`config.mk`:
```
export PLATFORM = sky130hd
export DESIGN_NAME = dmem_lsu
export DESIGN_NICKNAME = d
export VERILOG_FILES = /design/src/rtl/dmem_lsu.sv
export SDC_FILE = /design/constraint.sdc
export NUM_CORES = 1
export LEC_CHECK = 0
export CORE_MARGIN = 3
export CORE_UTILIZATION = 46
export DETAILED_ROUTE_END_ITERATION = 10
export HOLD_SLACK_MARGIN = 0.15
export PLACE_DENSITY = 0.82
export SLEW_MARGIN = 10
export SYNTH_ARGS = -nofsm -noshare
export SYNTH_HDL_FRONTEND = slang
export SYNTH_SLANG_ARGS = --single-unit
```
`constraint.sdc`:
```
create_clock -name clk -period 4.5 [get_ports clk]
set_clock_uncertainty 0.1 [all_clocks]
set_input_delay 0.9 -clock clk [delete_from_list [all_inputs] [get_ports clk]]
set_output_delay 0.9 -clock clk [all_outputs]
set_load 0.02 [all_outputs]
```
`src/rtl/dmem_lsu.sv`:
```
// dmem_lsu: load/store unit for a word-indexed data memory.
// Sub-word stores do a read-modify-write. Loads extract the addressed lane and extend it.
// All DMEM_* outputs are decoded from state and captured registers only.
module dmem_lsu #(
  parameter int DEPTH = 256
) (
  input  logic        clk,
  input  logic        rst,
  input  logic        req_valid,
  input  logic        req_write,
  input  logic [1:0]  req_size,
  input  logic        req_signed,
  input  logic [31:0] req_addr,
  input  logic [31:0] req_wdata,
  output logic        req_ready,
  output logic        resp_valid,
  output logic [31:0] resp_rdata,
  output logic        resp_err,
  output logic [31:0] DMEM_address,
  output logic [31:0] DMEM_data_in,
  output logic        DMEM_mem_write,
  output logic        DMEM_mem_read,
  input  logic [31:0] DMEM_data_out
);

  typedef enum logic [1:0] {IDLE, READ, WRITE, RESP} state_t;

  state_t      r_state, w_next;
  logic        r_write, r_signed, r_err;
  logic [1:0]  r_size;
  logic [31:0] r_addr;
  logic [31:0] r_wword;   // store data at accept, then the merged word after READ
  logic [31:0] r_rdata;   // extended load result, 0 for stores and faults

  logic        w_accept, w_fault;
  logic [4:0]  w_sh;
  logic [31:0] w_shift, w_ld, w_mask, w_ins, w_merge;

  assign w_accept = (r_state == IDLE) && req_valid;

  // Fault decode happens on the live request fields, only consumed at acceptance.
  assign w_fault = (req_size == 2'b11) ||
                   ((req_size == 2'b01) && req_addr[0]) ||
                   ((req_size == 2'b10) && (req_addr[1:0] != 2'b00)) ||
                   ({2'b00, req_addr[31:2]} >= 32'(DEPTH));

  // Lane shift: byte k sits at bits [8k+7:8k]; halfwords are 2-byte aligned.
  assign w_sh    = {r_addr[1:0], 3'b000};
  assign w_shift = DMEM_data_out >> w_sh;

  // Load extraction with sign/zero extension.
  always_comb begin
    w_ld = DMEM_data_out;
    case (r_size)
      2'b00:   w_ld = {{24{r_signed & w_shift[7]}},  w_shift[7:0]};
      2'b01:   w_ld = {{16{r_signed & w_shift[15]}}, w_shift[15:0]};
      default: w_ld = DMEM_data_out;
    endcase
  end

  // Sub-word store merge: replace only the addressed lane(s) of the read word.
  assign w_mask  = ((r_size == 2'b00) ? 32'h0000_00FF : 32'h0000_FFFF) << w_sh;
  assign w_ins   = (r_wword & ((r_size == 2'b00) ? 32'h0000_00FF : 32'h0000_FFFF)) << w_sh;
  assign w_merge = (DMEM_data_out & ~w_mask) | w_ins;

  // State register; async reset drops any in-flight access immediately.
  always_ff @(posedge clk or posedge rst) begin
    if (rst) r_state <= IDLE;
    else     r_state <= w_next;
  end

  // Next-state: faults go straight to RESP, word stores skip READ.
  always_comb begin
    w_next = r_state;
    case (r_state)
      IDLE: begin
        if (req_valid) begin
          if (w_fault)                             w_next = RESP;
          else if (req_write && req_size == 2'b10) w_next = WRITE;
          else                                     w_next = READ;
        end
      end
      READ:    w_next = r_write ? WRITE : RESP;
      WRITE:   w_next = RESP;
      RESP:    w_next = IDLE;
      default: w_next = IDLE;
    endcase
  end

  // Request capture at acceptance; load result / merged store word at end of READ.
  always_ff @(posedge clk or posedge rst) begin
    if (rst) begin
      r_write  <= 1'b0;
      r_signed <= 1'b0;
      r_err    <= 1'b0;
      r_size   <= 2'b00;
      r_addr   <= 32'd0;
      r_wword  <= 32'd0;
      r_rdata  <= 32'd0;
    end else if (w_accept) begin
      r_write  <= req_write;
      r_signed <= req_signed;
      r_err    <= w_fault;
      r_size   <= req_size;
      r_addr   <= req_addr;
      r_wword  <= req_wdata;
      r_rdata  <= 32'd0;
    end else if (r_state == READ) begin
      if (r_write) r_wword <= w_merge;
      else         r_rdata <= w_ld;
    end
  end

  // Outputs decoded from state and captured registers only.
  always_comb begin
    req_ready      = 1'b0;
    resp_valid     = 1'b0;
    resp_rdata     = 32'd0;
    resp_err       = 1'b0;
    DMEM_address   = 32'd0;
    DMEM_data_in   = 32'd0;
    DMEM_mem_write = 1'b0;
    DMEM_mem_read  = 1'b0;
    case (r_state)
      IDLE: req_ready = 1'b1;
      READ: begin
        DMEM_address  = {2'b00, r_addr[31:2]};
        DMEM_mem_read = 1'b1;
      end
      WRITE: begin
        DMEM_address   = {2'b00, r_addr[31:2]};
        DMEM_data_in   = r_wword;
        DMEM_mem_write = 1'b1;
      end
      RESP: begin
        resp_valid = 1'b1;
        resp_err   = r_err;
        resp_rdata = r_rdata;
      end
      default: ;
    endcase
  end

endmodule

```
## Yosys cells after proc, flatten, opt, wreduce, memory -nomap -nowiden

Index checks and enable logic that the tools add are counted.

| storage, ports and cells | value |
|---|---|
| RAM bits | 0 |
| input bits | 103 |
| bits in read-only memories | 0 |
| output and inout port bits | 101 |
| memories kept | 0 |
| bits in latches | 0 |
| flip-flop bits (word level) | 103 |

| cells by class | value |
|---|---|
| order comparisons | 1 |
| multiplexer cells | 21 |
| div/mod/pow operators | 0 |
| $mul | 0 |
| $add $sub $neg | 0 |
| shifts and indexed selects | 3 |
| equal/unequal tests | 9 |
| bitwise logic cells | 6 |
| reduce and logical (&&, ||, !) cells | 15 |

Operator list:

| operator | count |
|---|---|
| $mux W32 | 8 |
| $pmux W32 S2 | 1 |
| $shl A32 B5 Y32 | 2 |
| $and A32 B16 Y32 | 1 |
| $and A32 B32 Y32 | 1 |
| $not A32 Y32 | 1 |
| $or A32 B32 Y32 | 1 |
| $shr A32 B5 Y16 | 1 |
| $ge A30 B9 Y1 const B | 1 |
| $mux W30 | 1 |
| $mux W16 | 1 |
| $eq A2 B2 Y1 const B | 4 |
| $pmux W2 S4 | 1 |
| $eq A2 B1 Y1 const B | 3 |
| $mux W1 | 6 |
| $mux W2 | 3 |
| $reduce_bool A2 Y1 | 3 |
| $logic_and A1 B1 Y1 | 4 |
| $logic_not A2 Y1 | 2 |
| $reduce_and A2 Y1 | 2 |
| $logic_or A1 B1 Y1 | 3 |
| $and A1 B1 Y1 | 2 |
| $ne A2 B1 Y1 const B | 1 |
| $ne A2 B2 Y1 const B | 1 |
| $reduce_or A2 Y1 | 1 |

## Depth between registers and ports, before layout

Gate-level depths: netlist (run 1).

| logic depth | value |
|---|---|
| depth after elaboration | 9 |
| mapped depth | 9 |

## Worst setup path after synthesis (run 1)

OpenSTA, ideal clock, no wires.

| path | value |
|---|---|
| kind | register -> output |
| from | register r_state[0] |
| to | output port DMEM_data_in[10] |
| cell stages (with the launch flop) | 5 |
| data required time | 3.500 ns |
| setup slack | 2.202 ns |
| arrival | 1.298 ns |
| cells stage by stage | dfrtp_1 > inv_1 > ha_1 > clkbuf_1 > and2_1 |

| on the way | value |
|---|---|
| cells in the longest elaborated chain, start to end | 2 |

RTL lines:

| item | RTL line | text |
|---|---|---|
| start, declared | 28 | `state_t r_state, w_next;` |
| start signal, assigned | 69 | `else r_state <= w_next;` |
| $eq A2 B2 Y1 | 124 | `case (r_state)` |
| $mux W32 | 124 |  |
| end, declared | 20 | `output logic [31:0] DMEM_data_in,` |

No other way between the ends.

## Worst setup path in the final report (run 1)

| path | value |
|---|---|
| from | register r_state[0] |
| to | output port DMEM_data_in[0] |

The elaborated chain is that of the path after synthesis.

==> results of run 1 <==
-- area by class of cell --
type / count / area, um^2 / area share (%)
clock buffer: 9 / 225 / 2.79
clock inverter: 7 / 56.3 / 0.696
inverter: 11 / 43.8 / 0.542
multi-input combinational: 511 / 2920 / 36.1
sequential: 103 / 2580 / 31.9
tap: 168 / 210 / 2.60
timing repair buffer: 207 / 2060 / 25.4
-- metal layers --
metal | share of wire, % | track usage (%)
met1 | 39 | 33.8
met2 | 49 | 46.8
met3 | 9.5 | 7.30
met4 | 2.4 | 8.50
met5 | 0 | 0
-- cells in the mapped netlist, types with 2 or more instances --
| master | instances |
|---|---|
| ha_1 | 4 |
| o22ai_1 | 9 |
| dfrtp_1 | 103 |
| nand2b_1 | 10 |
| nand4_1 | 2 |
| nor4_1 | 5 |
| a31oi_1 | 2 |
| buf_2 | 9 |
| a221o_1 | 16 |
| clkbuf_1 | 33 |
| and2_1 | 104 |
| nand2_1 | 152 |
| nor2_1 | 36 |
| o211ai_1 | 17 |
| buf_4 | 2 |
| nor2b_1 | 3 |
| o21ai_0 | 48 |
| mux2i_1 | 18 |
| a21oi_1 | 27 |
| a22oi_1 | 7 |
| a211o_1 | 8 |
| a221oi_1 | 16 |
| nor3_1 | 3 |
| buf_1 | 5 |
| inv_1 | 11 |
| nand3_1 | 8 |
-- metrics by stage --
step	std cells	power (mW)	hold slack, ps	setup slack (ps)
after floorplan	675	3.50	337	796
after global placement	1000	4.67	348	1100
after detailed placement	1000	4.76	355	1000
after CTS	1016	5.52	373	840
after global routing	1016	5.88	393	729
final	1016	5.51	374	907
-- sequential cells by signal, summed over array words and instances (netlist names) --
register / cells
r_size: 2
r_err: 1
r_write: 1
r_signed: 1
r_state: 2
r_addr: 32
r_rdata: 32
r_wword: 32
-- logic make-up (layout without fill, tap and decap cells) --
family,count (synthesis),count (layout),synth area share [%]
flops,103,103,44.9
other cells,1,2,0.0654
compound gates,157,157,18.5
simple gates,328,328,27.5
buf+inv,61,234,4.45
mux,20,20,3.73
fa+ha+maj,4,4,0.872
-- worst min-delay path, stage by stage (launching register included) --
cell and delay [ps]:
dfrtp_1 340, nand2_1 50, nand2_1 60
-- how the worst max path moves through the flow --
stage | cells past startpoint | endpoint | slack, ps
floorplan | 1 | r_addr[0] | 800
global placement | 6 | r_rdata[11] | 1100
detailed placement | 6 | r_rdata[9] | 1000
CTS | 4 | DMEM_data_in[0] | 840
global route | 4 | DMEM_data_in[5] | 730
finish | 4 | DMEM_data_in[0] | 910
-- power breakdown --
part | leakage (nW) | internal, mW | total (mW) | switching, mW
logic | 2.07 | 1.35 | 3.04 | 1.69
registers | 1.28 | 1.35 | 1.72 | 0.372
clock network | 0.137 | 0.382 | 0.742 | 0.360
==> impl_metrics.ini, run 1 <==
[status]
status = finished, final reports clean

[floorplan]
core-area_um2 = 12100
die_height_um = 118
fp.dieArea_um2 = 13800
initial_util_pct = 47.4
io_pins = 204
placement_rows = 40
die_x_um = 118

[clock_network]
tritoncts_num_sinks = 103
postCtsSetupRepairBufs = 0
cts_root_buf = clkbuf_16
cts.htree.levels = 3
cts.repair.resized = 0
cts_buffers = 9
cts_tree = done
clock_insertion_delay_worst_skew_ps = 340
holdBufCountCts = 0
clkTransAtPathRegs_ps = 70
clockBufferDepth = 2

[critical_path]
crit_path_start_kind = flip-flop
timing.critical_path.slowest_stage_cell = ha_1
cp_max_fo = 34
crit_buf_inv = 2
cp_data_required_time_ps = 3500
worst_setup_path_startpoint = r_state[0]
worst-endpoint-arrival_ps = 2590
critical-path-top-delay-family = adder cells
reg2reg_slack_ps = 1500
critical_path.reg2reg.endpoint = r_rdata[13]
sort_of_element_at_the_end_of_the_critical_path = output port
timing.setup.critical_path_class = flip-flop to output port
critical_path.cell_chain = inv_1 > ha_1 > and2_1 > clkdlybuf4s50_1
r2r-start = r_state[0]
critical_path.max_stage_delay_ps = 800
worstRegToRegCells = 7

[synthesis]
synth-seq-area-share_pct = 44.9
netlist_area_um2 = 5740
syn-instance-count = 674
synth_top_cells_by_area = dfrtp_1 (45%), and2_1 (11%), nand2_1 (9.9%), o21ai_0 (4.2%), mux2i_1 (3.1%)
yosys_register_bits = 103
synth.distinct_cells = 42
ys_dominant_reg_cell = dfrtp_1
yosys_warnings = 0
edff_count_synth = 0
async_flop_share_pct = 100
cell_type_with_the_highest_aggregate_area_in_the_netlist = dfrtp_1
synthesis.area_per_instance_um2 = 8.51
synth_top_area_share_pct = 44.9

[final_layout]
antenna_cells_inserted = 0
final_util_pct = 66.8
layout.cells.most_common = clkdlybuf4s50_1
nNetsFinal = 950
syn2layout_area_growth_pct = 40.9
most-common-layout-cells = clkdlybuf4s50_1 (201), nand2_1 (151), and2_1 (103), dfrtp_1 (103), o21ai_0 (48)
layout-drive-gt1-share_pct = 3.66
postLayoutCellArea_um2 = 8090
fillCellCount = 1021

[pwr]
ir_worst_vdd_mv = 0.436
power_density_nw_per_um2 = 681
cellLeakagePower_nw = 3.49

[timing]
final-setup-viol-count = 0
grt_setup_unrepaired = no
maxSlewHeadroom_pct = 18.6
max_freq_mhz = 278
finalHoldViolations = 0
finalCritPeriodShare_pct = 79.8
setup_total_negative_slack_ps = 0
tightest_slew_ps = 1220
timing.final.max_slew_violations = 0
final_period_minus_worst_setup_slack_ps = 3590

[detailed_routing]
drt_first_pass_iters = 5
drt_first_iter_violations = 448
total_wire_length_mm = 19.2
ant_nets = 0
viasPerCell = 5.64
wl_per_cell_um = 18.9
via_count = 5731
route.detailed.drc = 0

[global_routing]
groute.usage.overall_pct = 27.3
global_route.overflow_total = 0
grt_pass1_vias = 5863
grt_pass1_wl_mm = 30.6
grt_max_degree = 61
initial_antenna_violation_count = 0

[min_path]
worst_hold_path.endpoint = r_addr[2]
min_from = r_addr[2]
timing.hold.worst.class = flip-flop to flip-flop
hold_path_depth = 2

[placed_design]
post_dp_cell_area_um2 = 7800
gpl.final_weighted_congestion = 0.943
port-buffer-count = 201
place.detailed.hpwl_mm = 14.4

[flow_run]
cap_viol_max_count = 0
No activity file was read; power rests on OpenSTA's default activity.
==> run 2, diff against run 1 <==
==> constraint.sdc (replaced) <==
create_clock -name clk -period 3.6 [get_ports clk]
set_clock_uncertainty 0.1 [all_clocks]
set_input_delay 0.72 -clock clk [delete_from_list [all_inputs] [get_ports clk]]
set_output_delay 0.72 -clock clk [all_outputs]
set_load 0.02 [all_outputs]
==> impl_metrics.ini, run 2 (synthesis gave the netlist of run 1 again) <==
[critical_path]
timing.critical_path.slowest_stage_cell = ha_1
sort_of_element_at_the_end_of_the_critical_path = output port
critical_path.cell_chain = inv_1 > ha_1 > and2_1 > clkdlybuf4s50_1
r2r-start = r_addr[0]
critical_path.reg2reg.endpoint = r_rdata[17]
reg2reg_slack_ps = 960
crit_buf_inv = 2
worst-endpoint-arrival_ps = 2500
cp_num_cells = 4
worst_setup_path_startpoint = r_state[0]
crit_path_start_kind = flip-flop
crit_path_end = DMEM_address[17]
critical_path.max_stage_delay_ps = 820
critical-path-top-delay-family = adder cells
cp_data_required_time_ps = 2780
timing.setup.critical_path_class = flip-flop to output port
worstRegToRegCells = 4
cp_max_fo = 31

[global_routing]
grt_pass1_vias = 5907
grt_pass1_wl_mm = 31.3
initial_antenna_violation_count = 0
global_route.overflow_total = 0
groute.usage.overall_pct = 27.7
grt_max_degree = 65

[clock_network]
cts.htree.levels = 3
postCtsSetupRepairBufs = 0
cts_buffers = 9
cts_root_buf = clkbuf_16
clockBufferDepth = 2
holdBufCountCts = 0
cts_tree = done
tritoncts_num_sinks = 103
clock_insertion_delay_worst_skew_ps = 340
clkTransAtPathRegs_ps = 70
cts.repair.resized = 0

[detailed_routing]
viasPerCell = 5.62
ant_nets = 0
wl_per_cell_um = 19.0
via_count = 5741
drt_first_pass_iters = 6
drt_first_iter_violations = 443
met2RoutedLength_mm = 9.22
dr.max_layer_used = met4
total_wire_length_mm = 19.4
route.detailed.drc = 0
route.layer.met1.wl_mm = 7.71
wl_met3_mm = 1.88

[floorplan]
io_pins = 204
core-area_um2 = 12100
die_height_um = 118
fp.dieArea_um2 = 13800
initial_util_pct = 47.4
die_x_um = 118
placement_rows = 40

[placed_design]
port-buffer-count = 201
post_dp_cell_area_um2 = 7860
gpl.final_weighted_congestion = 0.883
place.detailed.hpwl_mm = 14.5
dpl.cell_count = 1006

[timing]
grt_setup_unrepaired = no
timing.final.max_slew_violations = 0
tightest_slew_ps = 999
maxSlewHeadroom_pct = 33.3
max_freq_mhz = 301
finalCritPeriodShare_pct = 92.2
setup_total_negative_slack_ps = 0
final-setup-viol-count = 0
final_period_minus_worst_setup_slack_ps = 3320
hold-worst-slack_ps = 367
finalHoldViolations = 0

[final_layout]
layout_top_registers = r_addr: 32 flops, r_rdata: 32 flops, r_wword: 32 flops
layout.cells.most_common = clkdlybuf4s50_1
post_route_insts_no_fill = 1022
most-common-layout-cells = clkdlybuf4s50_1 (201), nand2_1 (151), and2_1 (103), dfrtp_1 (103), o21ai_0 (48)
layout-drive-gt1-share_pct = 4.22
syn2layout_area_growth_pct = 42.5
nNetsFinal = 956
postLayoutCellArea_um2 = 8170
antenna_cells_inserted = 0

[pwr]
cellLeakagePower_nw = 3.54
ir_worst_vdd_mv = 0.527
power_density_nw_per_um2 = 862
power_mw = 7.05

[status]
status = finished, final reports clean

[min_path]
timing.hold.worst.class = flip-flop to flip-flop

[flow_run]
cap_viol_max_count = 0
run 2: worst min-delay path, stage by stage, from the launching register on:
cell     delay, ps
dfrtp_1        340
nand2_1         50
nand2_1         50
run 2: layout make-up:
type                    instances  area, um^2
repair buffers                213        2110
clock buffers                  10         229
fillers                      1024        3940
multi-input cells             511        2920
flip-flops and latches        103        2580
inverters                      11        43.8
well taps                     168         210
clock inverters                 6        83.8
run 2: worst min-delay path by stage:
stage                             to  slack, ps       start  cells after the start
after floorplan           r_addr[10]        340  r_addr[10]                      2
after global placement     r_addr[9]        350   r_addr[9]                      2
after detailed placement  r_addr[20]        350  r_addr[20]                      2
after CTS                 r_addr[20]        370  r_addr[20]                      2
after global routing      r_addr[26]        400  r_addr[26]                      2
final                     r_addr[20]        370  r_addr[20]                      2
run 2: routing by layer:
| metal | vias up | GRT usage, % |
|---|---|---|
| li1 | 2663 | - |
| met1 | 2725 | 35.7 |
| met2 | 310 | 45.5 |
| met3 | 43 | 6.92 |
| met4 | 0 | 9.74 |
| met5 | - | 0 |
run 2: report_power, final:
part | total [mW] | internal, mW | switching [mW]
registers | 2.16 | 1.69 | 0.476
logic | 3.84 | 1.72 | 2.13
clock network | 1.04 | 0.609 | 0.433
run 2: through the flow:
stage          worst slack, ps  utilization, %
2_1_floorplan             76.2               -
3_3_place_gp               709            64.9
3_5_place_dp               668            64.9
4_1_cts                    266            67.5
5_1_grt                    132            67.5
6_report                   279            67.5
==> run 3, diff against run 2 <==
--- a/config.mk
+++ b/config.mk
@@ -5,11 +5,12 @@
 export SDC_FILE = /design/constraint.sdc
 export NUM_CORES = 1
 export LEC_CHECK = 0
+export ABC_CLOCK_PERIOD_IN_PS = 3600
 export CORE_MARGIN = 3
-export CORE_UTILIZATION = 46
+export CORE_UTILIZATION = 40
 export DETAILED_ROUTE_END_ITERATION = 10
 export HOLD_SLACK_MARGIN = 0.15
-export PLACE_DENSITY = 0.82
+export PLACE_DENSITY = 0.73
 export SLEW_MARGIN = 10
 export SYNTH_ARGS = -nofsm -noshare
 export SYNTH_HDL_FRONTEND = slang
==> impl_metrics.ini, run 3 (synthesis gave the netlist of run 1 again) <==
[placed_design]
gpl.final_weighted_congestion = 0.930
post_dp_cell_area_um2 = 7870
place.detailed.hpwl_mm = 14.2
port-buffer-count = 201
dpl.cell_count = 1017
pre_cts_ws_ps = 538

[final_layout]
syn2layout_area_growth_pct = 41.6
nNetsFinal = 955
layout.cells.most_common = clkdlybuf4s50_1
post_route_insts_no_fill = 1030
layout_top_registers = r_addr: 32 flops, r_rdata: 32 flops, r_wword: 32 flops
most-common-layout-cells = clkdlybuf4s50_1 (201), nand2_1 (151), and2_1 (103), dfrtp_1 (103), o21ai_0 (48)
layout-drive-gt1-share_pct = 3.65
fillCellCount = 1234
antenna_cells_inserted = 0
postLayoutCellArea_um2 = 8130
final_util_pct = 58.3

[clock_network]
clockBufferDepth = 2
clock_insertion_delay_worst_skew_ps = 350
cts_buffers = 9
clkTransAtPathRegs_ps = 70
holdBufCountCts = 0
postCtsSetupRepairBufs = 0
tritoncts_num_sinks = 103
cts_tree = done
cts.htree.levels = 3
cts_root_buf = clkbuf_16
cts.repair.resized = 0

[detailed_routing]
drt_first_pass_iters = 8
total_wire_length_mm = 19.1
wl_per_cell_um = 18.6
via_count = 5673
viasPerCell = 5.51
route.detailed.drc = 0
drt_first_iter_violations = 427
ant_nets = 0

[flow_run]
cap_viol_max_count = 0

[critical_path]
timing.setup.critical_path_class = flip-flop to output port
cp_data_required_time_ps = 2780
sort_of_element_at_the_end_of_the_critical_path = output port
cp_max_fo = 31
crit_path_start_kind = flip-flop
worst-endpoint-arrival_ps = 2470

[timing]
max_freq_mhz = 304
hold-worst-slack_ps = 370
final_period_minus_worst_setup_slack_ps = 3290
setup_total_negative_slack_ps = 0
finalHoldViolations = 0
finalCritPeriodShare_pct = 91.5
timing.final.max_slew_violations = 0
final-setup-viol-count = 0
tightest_slew_ps = 1040
final_critical_path_setup_slack_ps = 307
maxSlewHeadroom_pct = 30.4
grt_setup_unrepaired = no

[floorplan]
die_x_um = 126
fp.dieArea_um2 = 15800
core-area_um2 = 13900
initial_util_pct = 41.2
die_height_um = 126
io_pins = 204
placement_rows = 43

[global_routing]
initial_antenna_violation_count = 0
grt_pass1_vias = 5566
global_route.overflow_total = 0
groute.usage.overall_pct = 23.9
grt_pass1_wl_mm = 30.4
grt_max_degree = 104

[pwr]
cellLeakagePower_nw = 3.50
power_mw = 6.84
ir_worst_vdd_mv = 0.476
power_density_nw_per_um2 = 842

[min_path]
timing.hold.worst.class = flip-flop to flip-flop

[status]
status = finished, final reports clean
run 3: cell count changes in the layout (fill, tap and decap cells not counted), sizes merged:
cell,before,now
inv,12,11
clkbuf,10,12
clkinvlp,0,1
bufinv,2,0
clkinv,3,0
buf,12,11
run 3: final timing paths:
path / startpoint / endpoint / slack (ps) / cells after the start
setup / recovery: r_state[0] / DMEM_address[15] / 310 / 4
hold / removal: r_addr[8] / r_addr[8] / 370 / 2
setup reg to reg: r_addr[0] / r_rdata[30] / 910 / 4
hold reg to reg: r_addr[8] / r_addr[8] / 370 / 2
max in group asynchronous: rst / r_rdata[23] / 2240 / 3
min in group asynchronous: rst / r_addr[31] / 730 / 3
run 3: area by class of cell:
class	instances	area, um^2	share of cell area (%)
flip-flops and latches	103	2580	31.7
clock buffers	12	246	3.03
multi-input cells	511	2920	35.9
inverters	11	43.8	0.539
clock inverters	1	7.51	0.0924
well taps	180	225	2.77
repair buffers	212	2110	25.9
run 3: layer usage:
metal	vias to the layer above	global-route usage [%]	routed length, um
met1	2685	31.6	7980
met3	37	6.96	1830
li1	2654	-	-
met2	297	37.5	8770
met5	-	0	0
met4	0	9.15	553
run 3: critical path, cell delays in order, from the launching register on:
cell             delay (ps)
dfrtp_1                 380
inv_1                    80
ha_1                    800
and2_1                  240
clkdlybuf4s50_1         620
run 3: where the power goes:
part           switching, mW  internal, mW  total [mW]
combinational           2.09          1.71        3.80
clock                  0.402         0.477       0.879
sequential             0.473          1.69        2.16
total                   2.97          3.88        6.84
